--- src/rtl/if_stage_pkg.sv ---
// Shared fetch/decode pipeline definitions.
// Widths, reset defaults and the fetch-to-decode payload.
package if_stage_pkg;

    localparam int XLEN = 32;

    localparam logic [XLEN-1:0] RESET_PC_DEF = 32'h8000_0000;
    localparam logic [XLEN-1:0] NOP_INSTR    = 32'h0000_0013;

    typedef struct packed {
        logic [XLEN-1:0] instr;
        logic [XLEN-1:0] pc;
    } if_id_t;

    typedef enum logic [1:0] {
        ST_BOOT,
        ST_RUN,
        ST_HALTED
    } fetch_state_e;

endpackage

--- src/rtl/if_stage_fetch_fifo.sv ---
// Small synchronous FIFO buffering fetched {instr, pc} pairs.
// Flush empties it in one cycle; head is read combinationally.
import if_stage_pkg::*;

module fetch_fifo #(
    parameter  int DEPTH = 2,
    localparam int AW    = $clog2(DEPTH)
) (
    input  logic          clk_i,
    input  logic          rst_i,
    input  logic          flush_i,
    input  logic          push_i,
    input  logic          pop_i,
    input  if_id_t        data_i,
    output if_id_t        head_o,
    output logic [AW:0]   count_o
);

    logic [AW-1:0] wr_q, wr_d;
    logic [AW-1:0] rd_q, rd_d;
    logic [AW:0]   cnt_q, cnt_d;
    if_id_t        mem_q [DEPTH];
    logic          push_ok;
    logic          pop_ok;

    assign pop_ok  = pop_i & (cnt_q != '0);
    assign push_ok = push_i & ((cnt_q != (AW+1)'(DEPTH)) | pop_ok);
    assign head_o  = mem_q[rd_q];
    assign count_o = cnt_q;

    // Pointer and occupancy next-state; flush wins over push/pop.
    always_comb begin
        wr_d  = wr_q;
        rd_d  = rd_q;
        cnt_d = cnt_q;
        if (flush_i) begin
            wr_d  = '0;
            rd_d  = '0;
            cnt_d = '0;
        end else begin
            if (push_ok) wr_d = wr_q + 1'b1;
            if (pop_ok)  rd_d = rd_q + 1'b1;
            unique case ({push_ok, pop_ok})
                2'b10:   cnt_d = cnt_q + 1'b1;
                2'b01:   cnt_d = cnt_q - 1'b1;
                default: cnt_d = cnt_q;
            endcase
        end
    end

    // Storage and pointer registers.
    always_ff @(posedge clk_i or posedge rst_i) begin
        if (rst_i) begin
            wr_q  <= '0;
            rd_q  <= '0;
            cnt_q <= '0;
            for (int i = 0; i < DEPTH; i++) mem_q[i] <= '0;
        end else begin
            wr_q  <= wr_d;
            rd_q  <= rd_d;
            cnt_q <= cnt_d;
            if (push_ok && !flush_i) mem_q[wr_q] <= data_i;
        end
    end

endmodule

--- src/rtl/if_stage.sv ---
// Instruction fetch stage: owns the PC, issues credit-limited
// reads to a 1-cycle imem and hands {instr, pc} to decode.
import if_stage_pkg::*;

module if_stage #(
    parameter logic [31:0] RESET_PC   = RESET_PC_DEF,
    parameter int          FIFO_DEPTH = 2
) (
    input  logic        clk,
    input  logic        rst,
    input  logic        flush,
    input  logic [31:0] redirect_pc,
    input  logic        halt,
    output logic [31:0] imem_addr,
    output logic        imem_req,
    input  logic [31:0] imem_rdata,
    output logic [31:0] out_instr,
    output logic [31:0] out_PC,
    output logic        out_valid,
    input  logic        out_ready
);

    localparam int CW = $clog2(FIFO_DEPTH) + 1;

    fetch_state_e state_q, state_d;
    logic [31:0]  pc_q, pc_d;
    logic [31:0]  tag_q;
    logic         inflight_q;
    logic         kill_q;
    logic [CW-1:0] count;
    logic [CW:0]  occ;
    logic         flush_act;
    logic         pop;
    logic         push;
    if_id_t       head;
    if_id_t       resp;

    assign flush_act = flush & (state_q != ST_BOOT);
    assign out_valid = (count != '0) & ~flush;
    assign pop       = out_valid & out_ready;

    assign occ = {1'b0, count} + (CW+1)'(inflight_q) - (CW+1)'(pop);

    assign imem_req  = (state_q == ST_RUN) & ~flush
                     & (occ < (CW+1)'(FIFO_DEPTH));
    assign imem_addr = pc_q;

    assign push       = inflight_q & ~kill_q & ~flush_act;
    assign resp.instr = imem_rdata;
    assign resp.pc    = tag_q;
    assign out_instr  = head.instr;
    assign out_PC     = head.pc;

    // FSM next state and PC update; flush redirect beats increment.
    always_comb begin
        state_d = state_q;
        pc_d    = pc_q;
        unique case (state_q)
            ST_BOOT:   state_d = ST_RUN;
            ST_RUN:    if (!flush && halt) state_d = ST_HALTED;
            ST_HALTED: if (!halt) state_d = ST_RUN;
            default:   state_d = ST_BOOT;
        endcase
        if (flush_act)     pc_d = {redirect_pc[31:2], 2'b00};
        else if (imem_req) pc_d = pc_q + 32'd4;
    end

    // State, PC, in-flight tracking and response tag.
    always_ff @(posedge clk or posedge rst) begin
        if (rst) begin
            state_q    <= ST_BOOT;
            pc_q       <= RESET_PC;
            tag_q      <= '0;
            inflight_q <= 1'b0;
            kill_q     <= 1'b0;
        end else begin
            state_q    <= state_d;
            pc_q       <= pc_d;
            inflight_q <= imem_req;
            kill_q     <= flush_act;
            if (imem_req) tag_q <= pc_q;
        end
    end

    fetch_fifo #(
        .DEPTH   (FIFO_DEPTH)
    ) u_fifo (
        .clk_i   (clk),
        .rst_i   (rst),
        .flush_i (flush_act),
        .push_i  (push),
        .pop_i   (pop),
        .data_i  (resp),
        .head_o  (head),
        .count_o (count)
    );

endmodule

--- config.mk ---
export PLATFORM = sky130hd
export DESIGN_NAME = if_stage
export DESIGN_NICKNAME = d
export VERILOG_FILES = /design/src/rtl/if_stage_pkg.sv /design/src/rtl/if_stage_fetch_fifo.sv /design/src/rtl/if_stage.sv
export SDC_FILE = /design/constraint.sdc
export NUM_CORES = 1
export LEC_CHECK = 0
export ABC_AREA = 1
export BUFFER_PORTS_ARGS = -buffer_cell sky130_fd_sc_hd__buf_2
export CAP_MARGIN = 0
export CORE_MARGIN = 2
export CORE_UTILIZATION = 55
export CTS_BUF_LIST = sky130_fd_sc_hd__clkbuf_4 sky130_fd_sc_hd__clkbuf_8
export CTS_CLUSTER_DIAMETER = 50
export DETAILED_ROUTE_END_ITERATION = 6
export MAX_ROUTING_LAYER = met4
export PLACE_DENSITY = 0.76
export SLEW_MARGIN = 20
export SYNTH_ARGS = -nofsm -noshare
export SYNTH_HDL_FRONTEND = slang
export SYNTH_SLANG_ARGS = --single-unit
--- constraint.sdc ---
create_clock -name clk -period 7.85 [get_ports clk]
set_input_delay 0.785 -clock clk [delete_from_list [all_inputs] [get_ports clk]]
set_output_delay 0.785 -clock clk [all_outputs]
set_load 0.1 [all_outputs]
==> Word level (Yosys, flattened, before mapping) <==
Cells that the tools add are included.
{ "totals": {"register_bits": 200, "out_inout_bits": 98, "word_cells": 75} }
{ "classes": {"n_addsub": 7, "n_lt_le_gt_ge": 4, "n_eq_ne": 7, "n_mux": 17, "n_bitwise": 15, "n_reduce_logical": 13} }
{ "ops": {"columns": ["op", "count"], "rows": [
  ["64-bit 2-to-1 mux", 4],
  ["128-bit bitwise mux", 1],
  ["64-bit demux with 1-bit select", 1],
  ["32-bit 2-to-1 mux", 2],
  ["32-bit by 3-bit adder with 32-bit output (second input constant)", 1],
  ["2-bit nonzero test", 5],
  ["1-bit AND", 9],
  ["2-bit 2-to-1 mux", 3],
  ["2-bit case mux with 3 select lines", 1],
  ["2-bit by 1-bit == test with 1-bit output (second input constant)", 2],
  ["2-bit == test (second input constant)", 2],
  ["2-bit >= comparator (second input constant)", 2],
  ["1-bit 2-to-1 mux", 4],
  ["2-bit != test (second input constant)", 2],
  ["1-bit NOT with 2-bit output", 2],
  ["2-bit case mux with 2 select lines", 1],
  ["2-bit by 1-bit adder with 3-bit output", 1],
  ["1-bit logical AND", 3],
  ["3-bit by 2-bit less-than comparator with 1-bit output (second input constant)", 1],
  ["1-bit NOT", 3],
  ["3-bit nonzero test", 1],
  ["3-bit by 1-bit subtractor with 3-bit output", 1],
  ["1-bit adder (second input constant)", 2],
  ["2-bit by 1-bit adder with 2-bit output (second input constant)", 1],
  ["7 further kinds", 8]
]} }

==> Depth between registers and ports, before layout <==
Gate-level depths: netlist of the first run.
{ "depth": {"depth_word": 9, "mapped_depth": 14, "ltp_nobuf": 14} }

==> By module <==
Synthesis of the first run repeated with hierarchy kept, for this count alone.
{ "unflattened": {"cells_unflattened": 1179, "area_unflattened_um2": 9665.5} }
{ "modules_own_cells": {"columns": ["module", "instances", "cells_each", "area_each_um2"], "rows": [
  ["fetch_fifo", 1, 719, 6312.3],
  ["if_stage", 1, 460, 3353.2]
]} }

==> Worst setup path before layout of the first run <==
Ideal clock, no wire load.
{ "synth_path": {"kind": "input to output", "startpoint": "input port out_ready", "endpoint": "output port imem_req", "arrival_ns": 3.012, "required_ns": 7.065, "slack_ns": 4.053, "path_stages": 11, "n_path_buf": 2, "cell_sequence": "inv_1 -> nor3_1 -> ha_1 -> or2_2 -> fa_1 -> inv_1 -> nor2_1 -> nand2_1 -> nor2_4 -> buf_4 -> buf_4"} }
{ "synth_between": {"elab_chain_len": 4} }
{ "synth_lines": {"columns": ["item", "line", "source"], "rows": [
  ["start, declared", "if_stage.sv:20", "input logic out_ready"],
  ["1-bit AND", "if_stage.sv:40", "assign pop = out_valid & out_ready;"],
  ["3-bit by 1-bit subtractor with 3-bit output", "if_stage.sv:42", "assign occ = {1'b0, count} + (CW+1)'(inflight_q) - (CW+1)'(pop);"],
  ["3-bit by 2-bit less-than comparator with 1-bit output", "if_stage.sv:45", "& (occ < (CW+1)'(FIFO_DEPTH));"],
  ["1-bit AND", "if_stage.sv:45", null],
  ["end, declared", "if_stage.sv:15", "output logic imem_req,"]
]} }
Every way passes these cells.

==> Worst setup path in the final report of the first run <==
{ "layout_path": {"startpoint": "register u_fifo.cnt_q[1], in the netlist u_fifo.count_o[1]", "endpoint": "output port imem_req"} }
{ "layout_between": {"elab_chain_len": 6, "elab_cells_between_ends": 7, "cone_classes": "add/sub: 2; order compare: 1; bitwise: 3; reduce/logical: 1"} }
{ "layout_lines": {"columns": ["item", "line", "source"], "rows": [
  ["start, declared", "if_stage_fetch_fifo.sv:21", "logic [AW:0] cnt_q, cnt_d;"],
  ["start signal, assigned", "if_stage_fetch_fifo.sv:61", "cnt_q <= cnt_d;"],
  ["2-bit nonzero test", "if_stage.sv:39", "assign out_valid = (count != '0) & ~flush;"],
  ["1-bit AND", "if_stage.sv:39", null],
  ["1-bit AND", "if_stage.sv:40", null],
  ["3-bit by 1-bit subtractor with 3-bit output (*)", "if_stage.sv:42", null],
  ["3-bit by 2-bit less-than comparator with 1-bit output (*)", "if_stage.sv:45", null],
  ["1-bit AND (*)", "if_stage.sv:45", null]
]} }
Every way passes the cells marked *; elsewhere a longest branch is shown, timed or not.

==> results of run 1 <==
==> stage by stage <==
step           worst slack [ns]  instance area [um2]  instances
3_3_place_gp               3.59                10000       1524
5_1_grt                    3.40                10400       1556
4_1_cts                    3.64                10400       1556
3_5_place_dp               3.58                10000       1524
2_1_floorplan              1.84                 9210       1194
6_report                   3.68                10400       1556
==> cell families after synthesis <==
group / after synthesis / synth area share [%]
other: 1 / 0.0408
DFF: 192 / 52.3
adders and majority gates: 3 / 0.490
AOI/OAI and AO/OA: 190 / 10.8
xor gates and xnor gates: 3 / 0.286
buffers and inverters: 161 / 8.10
and+or+nand+nor: 641 / 28.0
==> cells in the final DEF (no fill, tap or decap), types with 2 or more instances in the layout <==
| cell type | count |
|---|---|
| nor2_1 | 76 |
| clkinv_2 | 4 |
| buf_4 | 9 |
| ha_1 | 2 |
| xor2_1 | 2 |
| nor2_4 | 3 |
| nand4_1 | 5 |
| nand3b_1 | 3 |
| nand2_1 | 494 |
| o211ai_1 | 3 |
| nand2_2 | 2 |
| nor2_2 | 3 |
| conb_1 | 4 |
| clkbuf_8 | 19 |
| inv_1 | 99 |
| dfrtp_1 | 190 |
| o22ai_1 | 3 |
| nand3_1 | 42 |
| o21ai_2 | 6 |
| nand3_4 | 2 |
| nor3_1 | 5 |
| buf_2 | 160 |
| inv_2 | 2 |
| o21ai_1 | 105 |
| o21ai_0 | 57 |
| o21bai_1 | 2 |
| clkinvlp_4 | 4 |
| a21oi_1 | 12 |
| clkinv_4 | 4 |
| or2_2 | 3 |
==> layout make-up <==
cell class                      count  area [um2]
Fill cell                        1505        6090
Inverter                          102         388
Tap cell                          220         275
Timing Repair Buffer              169         868
Sequential cell                   192        4810
Multi-Input combinational cell    841        3660
Clock inverter                     13         115
Clock buffer                       19         262
==> sequential cells by signal, summed over array words and instances, names as in the netlist <==
| register | count |
|---|---|
| inflight_q | 1 |
| u_fifo.wr_q | 1 |
| u_fifo.rd_q | 1 |
| kill_q | 1 |
| imem_addr | 30 |
| u_fifo.count_o | 2 |
| tag_q | 30 |
| u_fifo.mem_q | 124 |
| state_q | 2 |
==> layer usage <==
metal / track usage [%] / up-vias / part of all wire [%]
li1: - / 3996 / -
met5: - / - / 0
met4: 8.57 / 0 / 2.0
met3: 3.81 / 29 / 6.2
met2: 36.9 / 271 / 45
met1: 36.2 / 3592 / 47
==> final timing paths <==
| kind | start | end |
|---|---|---|
| setup / recovery | u_fifo.count_o[1] | imem_req |
| hold / removal | rst | u_fifo.mem_q[68] |
| max in group asynchronous | rst | u_fifo.mem_q[127] |
| hold reg to reg | u_fifo.mem_q[82] | u_fifo.mem_q[82] |
| min in group clk | u_fifo.mem_q[82] | u_fifo.mem_q[82] |
| setup reg to reg | u_fifo.count_o[1] | imem_addr[11] |
==> worst register-to-register path: cells and delay by family, from the launching register on <==
kind | cells | cell delay [ns]
buf+inv | 3 | 0.94
flops | 1 | 0.56
fa+ha+maj | 2 | 0.78
simple gates | 10 | 1.56
==> flow_metrics.env, run 1 <==
export IMPL_syn_inst=1191
export IMPL_grt_pass1_wl_um=35000
export IMPL_ys_top_cells_by_count="nand2_1, dfrtp_1, o21ai_1"
export IMPL_worst_path_max_delay_cell="dfrtp_1"
export IMPL_wl_per_cell_um=13.5
export IMPL_yosys_warnings=0
export IMPL_drv_cap=0
export IMPL_crit_path_cell_trace="nor2_2 -> nor3_1 -> ha_1 -> or2_2 -> fa_1 -> inv_1 -> nor2_1 -> nand2_1 -> nor2_4 -> buf_2"
export IMPL_cts_hold_buffers=0
export IMPL_finalSetupViolCount=0
export IMPL_grt_max_degree=80
export IMPL_avgViaCountPerCell=5.07
export IMPL_cts_reportedPaths_clkPinSlew_ns=0.09
export IMPL_critical_path_class="reg -> out"
export IMPL_die_width_um=133
export IMPL_cp_required_ns=7.07
export IMPL_vias=7888
export IMPL_wirelength_um=21100
export IMPL_hp_class="in -> async"
export IMPL_synth_most_common_cell="nand2_1"
export IMPL_antennaDiodeCount=0
export IMPL_antenna_found_initial=0
export IMPL_drtIter0Drc=592
export IMPL_worst_slew_pin_slew_ns=0.836
export IMPL_period_share_pct=53.1
export IMPL_drv_slew=0
export IMPL_cts_max_level=4
export IMPL_path_depth=10
export IMPL_post_cts_buffers=0
export IMPL_seq_area_frac_synth_pct=52.3
export IMPL_end_kind="output pin"
export IMPL_r2r_setup_slack_ns=3.92
export IMPL_start_util_pct=55.8
export IMPL_worstPathMaxFanout=7
export IMPL_hpwl_um=13900
export IMPL_num_nets_final=1395
export IMPL_fin_crit_ns=4.17
export IMPL_cts_tree="built"
export IMPL_utilization_pct=63.0
export IMPL_grt_overflow=0
export IMPL_async_flop_share_pct=100
export IMPL_grt_pass1_vias=7143
export IMPL_io_pin_count=167
export IMPL_place_gp_congestion=0.904
export IMPL_synth_ff_type="dfrtp_1"
export IMPL_drcViolationCount=0
export IMPL_root_buffer="clkbuf_8"
export IMPL_finalSetupTns_ns=0
export IMPL_cts_made_buffers=17
export IMPL_ant_nets=0
export IMPL_clock_path_buffers=2
export IMPL_path_buf_inv=2
export IMPL_cp_top_family="simple AND/OR/NAND/NOR gates"
export IMPL_syn_area_per_cell_um2=7.72
export IMPL_cp_start_kind="flip-flop"
export IMPL_synth_cell_types=38
export IMPL_synth_area_um2=9190
export IMPL_fmax_mhz=240
export IMPL_cp_slowest_stage_delay_ns=0.56
export IMPL_hold_viol=0
export IMPL_die_area_um2=17800
export IMPL_die_h_um=133
export IMPL_yosys_area_top_type="dfrtp_1"
export IMPL_fp_row_count=47
export IMPL_fin_skew_ns=0.00915
export IMPL_synth_seq_cells=192
export IMPL_portBuffers=160
export IMPL_grtUsageTotal_pct=25.2
export IMPL_slew_limit_headroom_pct=44.3
export IMPL_rsz0062_at_grt="false"
export IMPL_core_area_um2=16500
export IMPL_crit_arrival_ns=3.38
export IMPL_whs_ns=0.437
export IMPL_postCtsResizedCells=0
export IMPL_outcome="finished, final reports clean"
export IMPL_clock_latency_ns=0.46
export IMPL_r2r_cells=15
export IMPL_clock_sinks=192
export IMPL_area_growth_pct=12.9
export IMPL_first_pass_iters=7
export IMPL_synth_edf_count=0
export IMPL_drive_above_1_share_pct=16.9
export IMPL_synth_area_leaders="dfrtp_1, nand2_1, o21ai_1"
export IMPL_synth_top_area_share_pct=52.0
Power of run 1 is not shown: default switching activity piles up to over one toggle a cycle in this logic, so the estimate is an artifact.
==> inputs of run 2 (changes only) <==
clock period = 3.9 ns   (was 7.85 ns; I/O delays follow)
==> run 2 against run 1 <==
  * Hold slack worse by 0.32 ns
  * Highest routed layer unchanged
  * Core utilization up 1.1 points
  * Clock skew about the same
==> flow_metrics.env, run 2 (same netlist as run 1, synthesis figures left out) <==
export IMPL_drtIter0Drc=658
export IMPL_crit_arrival_ns=3.19
export IMPL_crit_path_cell_trace="nor2_2 -> nor3_2 -> ha_1 -> or2_2 -> fa_1 -> inv_1 -> nor2_1 -> nand2_1 -> nor2_4 -> buf_4 -> buf_12"
export IMPL_fin_skew_ns=0.00942
export IMPL_hold_viol=0
export IMPL_grtUsageTotal_pct=25.0
export IMPL_path_buf_inv=3
export IMPL_fin_crit_ns=3.58
export IMPL_slew_limit_headroom_pct=28.9
export IMPL_grt_pass1_wl_um=34700
export IMPL_wl_per_cell_um=13.4
export IMPL_worst_path_max_delay_cell="dfrtp_2"
export IMPL_hpwl_um=13900
export IMPL_cts_max_level=4
export IMPL_fmax_mhz=279
export IMPL_num_nets_final=1403
export IMPL_drv_cap=0
export IMPL_timing_rr_end="imem_addr[12]"
export IMPL_finalSetupTns_ns=0
export IMPL_top_register="u_fifo.mem_q"
export IMPL_r2r_setup_slack_ns=0.63
export IMPL_cp_required_ns=3.51
export IMPL_grt_pass1_vias=6970
export IMPL_die_width_um=133
export IMPL_root_buffer="clkbuf_8"
export IMPL_final_cell_mix="nand2_1, dfrtp_1, buf_2"
export IMPL_ant_nets=0
export IMPL_min_delay_start="redirect_pc[23]"
export IMPL_r2r_cells=14
export IMPL_rsz0062_at_grt="false"
export IMPL_cts_tree="built"
export IMPL_worstPathMaxFanout=26
export IMPL_die_area_um2=17800
export IMPL_holdPathEnd="imem_addr[23]"
export IMPL_cts_reportedPaths_clkPinSlew_ns=0.09
export IMPL_place_gp_congestion=0.934
export IMPL_worst_slew_pin_slew_ns=1.07
export IMPL_hp_class="in -> reg"
export IMPL_outcome="finished, final reports clean"
export IMPL_grt_max_degree=193
export IMPL_drive_above_1_share_pct=17.4
export IMPL_avgViaCountPerCell=5.03
export IMPL_antenna_found_initial=0
export IMPL_finalSetupViolCount=0
export IMPL_antennaDiodeCount=0
export IMPL_hold_path_depth=3
export IMPL_die_h_um=133
export IMPL_vias=7856
export IMPL_reg2reg_from="u_fifo.count_o[1]"
export IMPL_drv_slew=0
export IMPL_critical_path_class="reg -> out"
export IMPL_largest_reg_flops=124
export IMPL_cp_top_family="simple AND/OR/NAND/NOR gates"
export IMPL_portBuffers=160
export IMPL_core_area_um2=16500
export IMPL_grt_overflow=0
export IMPL_start_util_pct=55.8
export IMPL_layout_commonest_cell="nand2_1"
export IMPL_post_cts_buffers=0
export IMPL_cp_slowest_stage_delay_ns=0.48
export IMPL_period_share_pct=91.8
export IMPL_cts_made_buffers=17
export IMPL_area_growth_pct=14.9
export IMPL_clock_latency_ns=0.47
export IMPL_wirelength_um=20900
export IMPL_end_kind="output pin"
export IMPL_drcViolationCount=0
export IMPL_clock_path_buffers=2
export IMPL_clock_sinks=192
export IMPL_cp_start_kind="flip-flop"
export IMPL_first_pass_iters=6
export IMPL_io_pin_count=167
export IMPL_fp_row_count=47
==> run 2: cell types whose count changed in the layout (fill, tap and decap cells not counted), sizes merged <==
cell,before,now
buf,169,176
bufinv,1,5
clkbuf,19,20
clkinv,8,2
dlygate4sd3,0,1
inv,102,101
==> run 2: worst register-to-register path: stages, from the launching register on <==
cell and delay, ns:
dfrtp_2 0.48, nor2_2 0.08, nor3_2 0.22, ha_1 0.28, or2_2 0.30, fa_1 0.42, inv_1 0.06, nor2_1 0.03
nand2_1 0.10, nor2_4 0.05, nor2_2 0.79, nor2_1 0.11, nand2_1 0.09, o21ai_0 0.07, nor2_1 0.11
==> run 2: worst max path at each step <==
stage                      startpoint             to  slack (ns)  depth (start not counted)
floorplan           u_fifo.count_o[1]       imem_req        0.74                         11
global placement    u_fifo.count_o[1]  imem_addr[12]        0.53                         14
detailed placement  u_fifo.count_o[1]  imem_addr[12]        0.42                         14
CTS                 u_fifo.count_o[1]       imem_req        0.06                         11
global route        u_fifo.count_o[1]       imem_req        0.09                         11
finish              u_fifo.count_o[1]       imem_req        0.32                         11
==> run 2: through the flow <==
step	setup slack, ns	util [%]	cells	cell area [um2]	hold slack (ns)
floorplan	0.745	-	1194	9210	0.453
global placement	0.529	61.1	1530	10100	0.466
detailed placement	0.421	61.1	1530	10100	0.468
CTS	0.0562	63.9	1560	10500	0.105
global route	0.0923	64.1	1562	10600	0.131
finish	0.321	64.1	1562	10600	0.121
==> run 2: per-layer routing <==
metal  vias up  GRT usage (%)  wire [um]
li1       4000              -          -
met1      3545           37.6      10100
met2       283           34.9       9010
met4         0           8.33        380
met3        28           3.73       1400
met5         -              -          0
==> run 2: final cells by class <==
class | instances | area (um2)
tap | 220 | 275
sequential | 192 | 4810
timing repair buffer | 177 | 978
clock buffer | 20 | 263
inverter | 102 | 387
clock inverter | 10 | 186
multi-input combinational | 841 | 3660
fill | 1495 | 5900
==> run 2: what timing repair did <==
| action | 4_1_cts | 5_1_grt |
|---|---|---|
| setup endpoints to repair | 0 | 1 |
| hold endpoints to repair | 0 | 41 |
| hold buffers | 0 | 1 |
| gates resized for setup | 0 | 2 |
Power of run 2 is left out for the same reason.
==> inputs of run 3 (changes only) <==
GPL_TIMING_DRIVEN = 0   (was unset)
HOLD_SLACK_MARGIN = 0.06   (was unset)
==> run 3 against run 2 <==
  * Register-to-register slack gained 0.15 ns
  * Sequential cell count is the same
  * Global-route usage up 4.0 points
  * Core utilization up 1.9 points
  * Wire length is 17% higher
  * Sequential share of layout area fell by 1.3 points
  * Count of clock-buffer cells in the layout is 1 lower
  * Non-clock buffer count grew 50
  * Design area increased by 2.9%
  * Via count is 6.4% higher
  * Cell count rose by 3.3%
  * Hold slack improved by 0.0016 ns
  * Highest routed layer unchanged
==> flow_metrics.env, run 3 (same netlist as run 1, synthesis figures left out) <==
export IMPL_fin_crit_ns=3.75
export IMPL_nFillCells=1440
export IMPL_die_h_um=133
export IMPL_drtIter0Drc=569
export IMPL_grt_pass1_vias=7732
export IMPL_num_nets_final=1453
export IMPL_rsz0062_at_grt="false"
export IMPL_clock_latency_ns=0.48
export IMPL_critical_path_class="reg -> out"
export IMPL_period_share_pct=96.3
export IMPL_fmax_mhz=266
export IMPL_finalSetupViolCount=0
export IMPL_slew_limit_headroom_pct=49.3
export IMPL_cts_max_level=4
export IMPL_crit_arrival_ns=3.36
export IMPL_reg2reg_from="u_fifo.count_o[1]"
export IMPL_r2r_setup_slack_ns=0.78
export IMPL_clock_path_buffers=2
export IMPL_die_area_um2=17800
export IMPL_hpwl_um=17700
export IMPL_io_pin_count=167
export IMPL_avgViaCountPerCell=5.18
export IMPL_wl_per_cell_um=15.1
export IMPL_area_growth_pct=18.3
export IMPL_clock_sinks=192
export IMPL_dp_slack_ns=0.0610
export IMPL_final_cell_mix="nand2_1, dfrtp_1, buf_2"
export IMPL_die_width_um=133
export IMPL_layout_commonest_cell="nand2_1"
export IMPL_worst_slew_pin_slew_ns=0.761
export IMPL_core_area_um2=16500
export IMPL_first_pass_iters=5
export IMPL_drv_slew=0
export IMPL_hp_class="in -> reg"
export IMPL_grt_max_degree=35
export IMPL_place_gp_congestion=0.966
export IMPL_finalWorstSetupSlack_ns=0.145
export IMPL_start_util_pct=55.8
export IMPL_hold_viol=0
export IMPL_largest_reg_flops=124
export IMPL_grt_overflow=0
export IMPL_cts_tree="built"
export IMPL_drcViolationCount=0
export IMPL_top_register="u_fifo.mem_q"
export IMPL_crit_end="imem_req"
export IMPL_vias=8356
export IMPL_drive_above_1_share_pct=18.2
export IMPL_grtUsageTotal_pct=29.0
export IMPL_end_kind="output pin"
export IMPL_cts_reportedPaths_clkPinSlew_ns=0.10
export IMPL_fp_row_count=47
export IMPL_wirelength_um=24400
export IMPL_critical_path_startpoint="u_fifo.count_o[1]"
export IMPL_timing_rr_end="imem_addr[25]"
export IMPL_ant_nets=0
export IMPL_cp_start_kind="flip-flop"
export IMPL_antenna_found_initial=0
export IMPL_outcome="finished, final reports clean"
export IMPL_fin_skew_ns=0.0130
export IMPL_cts_made_buffers=17
export IMPL_r2r_cells=15
export IMPL_portBuffers=160
export IMPL_root_buffer="clkbuf_8"
export IMPL_worstPathMaxFanout=11
export IMPL_whs_ns=0.123
export IMPL_cp_required_ns=3.51
export IMPL_stdcell_area_um2=10900
export IMPL_antennaDiodeCount=0
export IMPL_drv_cap=0
export IMPL_dpl_instance_area_um2=10400
export IMPL_grt_pass1_wl_um=39300
==> run 3: area by class of cell <==
| type | instances | area [um2] | share of cell area, % |
|---|---|---|---|
| multi-input cells | 841 | 3670 | 33.7 |
| well taps | 220 | 275 | 2.53 |
| clock inverters | 12 | 160 | 1.47 |
| plain buffers | 59 | 362 | 3.33 |
| inverters | 102 | 387 | 3.56 |
| clock buffers | 19 | 255 | 2.35 |
| repair buffers | 168 | 960 | 8.83 |
| flip-flops and latches | 192 | 4810 | 44.2 |
==> run 3: metal layers <==
layer,wire (um),vias up,global-route usage [%]
li1,-,4105,-
met1,10700,3847,39.4
met2,11200,355,44.4
met3,1850,49,4.60
met4,716,0,10.8
met5,0,-,-
==> run 3: worst min path at each step <==
| stage | slack (ns) | startpoint | endpoint | depth (start not counted) |
|---|---|---|---|---|
| 2_1_floorplan | 0.45 | u_fifo.mem_q[27] | u_fifo.mem_q[27] | 2 |
| 3_3_place_gp | 0.47 | u_fifo.mem_q[127] | u_fifo.mem_q[127] | 2 |
| 3_5_place_dp | 0.47 | u_fifo.mem_q[127] | u_fifo.mem_q[127] | 2 |
| 4_1_cts | 0.11 | redirect_pc[23] | imem_addr[23] | 3 |
| 5_1_grt | 0.12 | redirect_pc[23] | imem_addr[23] | 3 |
| 6_report | 0.12 | redirect_pc[23] | imem_addr[23] | 3 |
==> run 3: repair_timing <==
item                       4_1_cts  5_1_grt
pin swaps                        1        0
setup endpoints to repair        1        1
gates cloned                     0        0
buffers inserted                 1        0
resized for setup                4        1
hold buffers                     1        0
hold endpoints to repair        23        0
==> run 3: worst max-delay path, stage by stage, from the launching register on <==
cell and delay [ns]:
dfrtp_2 0.50, nor2_2 0.22, nor3_4 0.07, ha_1 0.26, or2_2 0.30, fa_1 0.48
inv_1 0.04, nor2_1 0.07, nand2_1 0.09, nor2_4 0.16, buf_4 0.20, buf_4 0.23
buf_6 0.25
==> run 3: metrics by stage <==
step                      std cells  utilization, %  setup TNS, ns
after floorplan                1194               -              0
after global routing           1613            66.0              0
after detailed placement       1580            63.3              0
final                          1613            66.0              0
after CTS                      1613            66.0              0
after global placement         1574            62.5         -15.70
Power of run 3 is left out for the same reason.
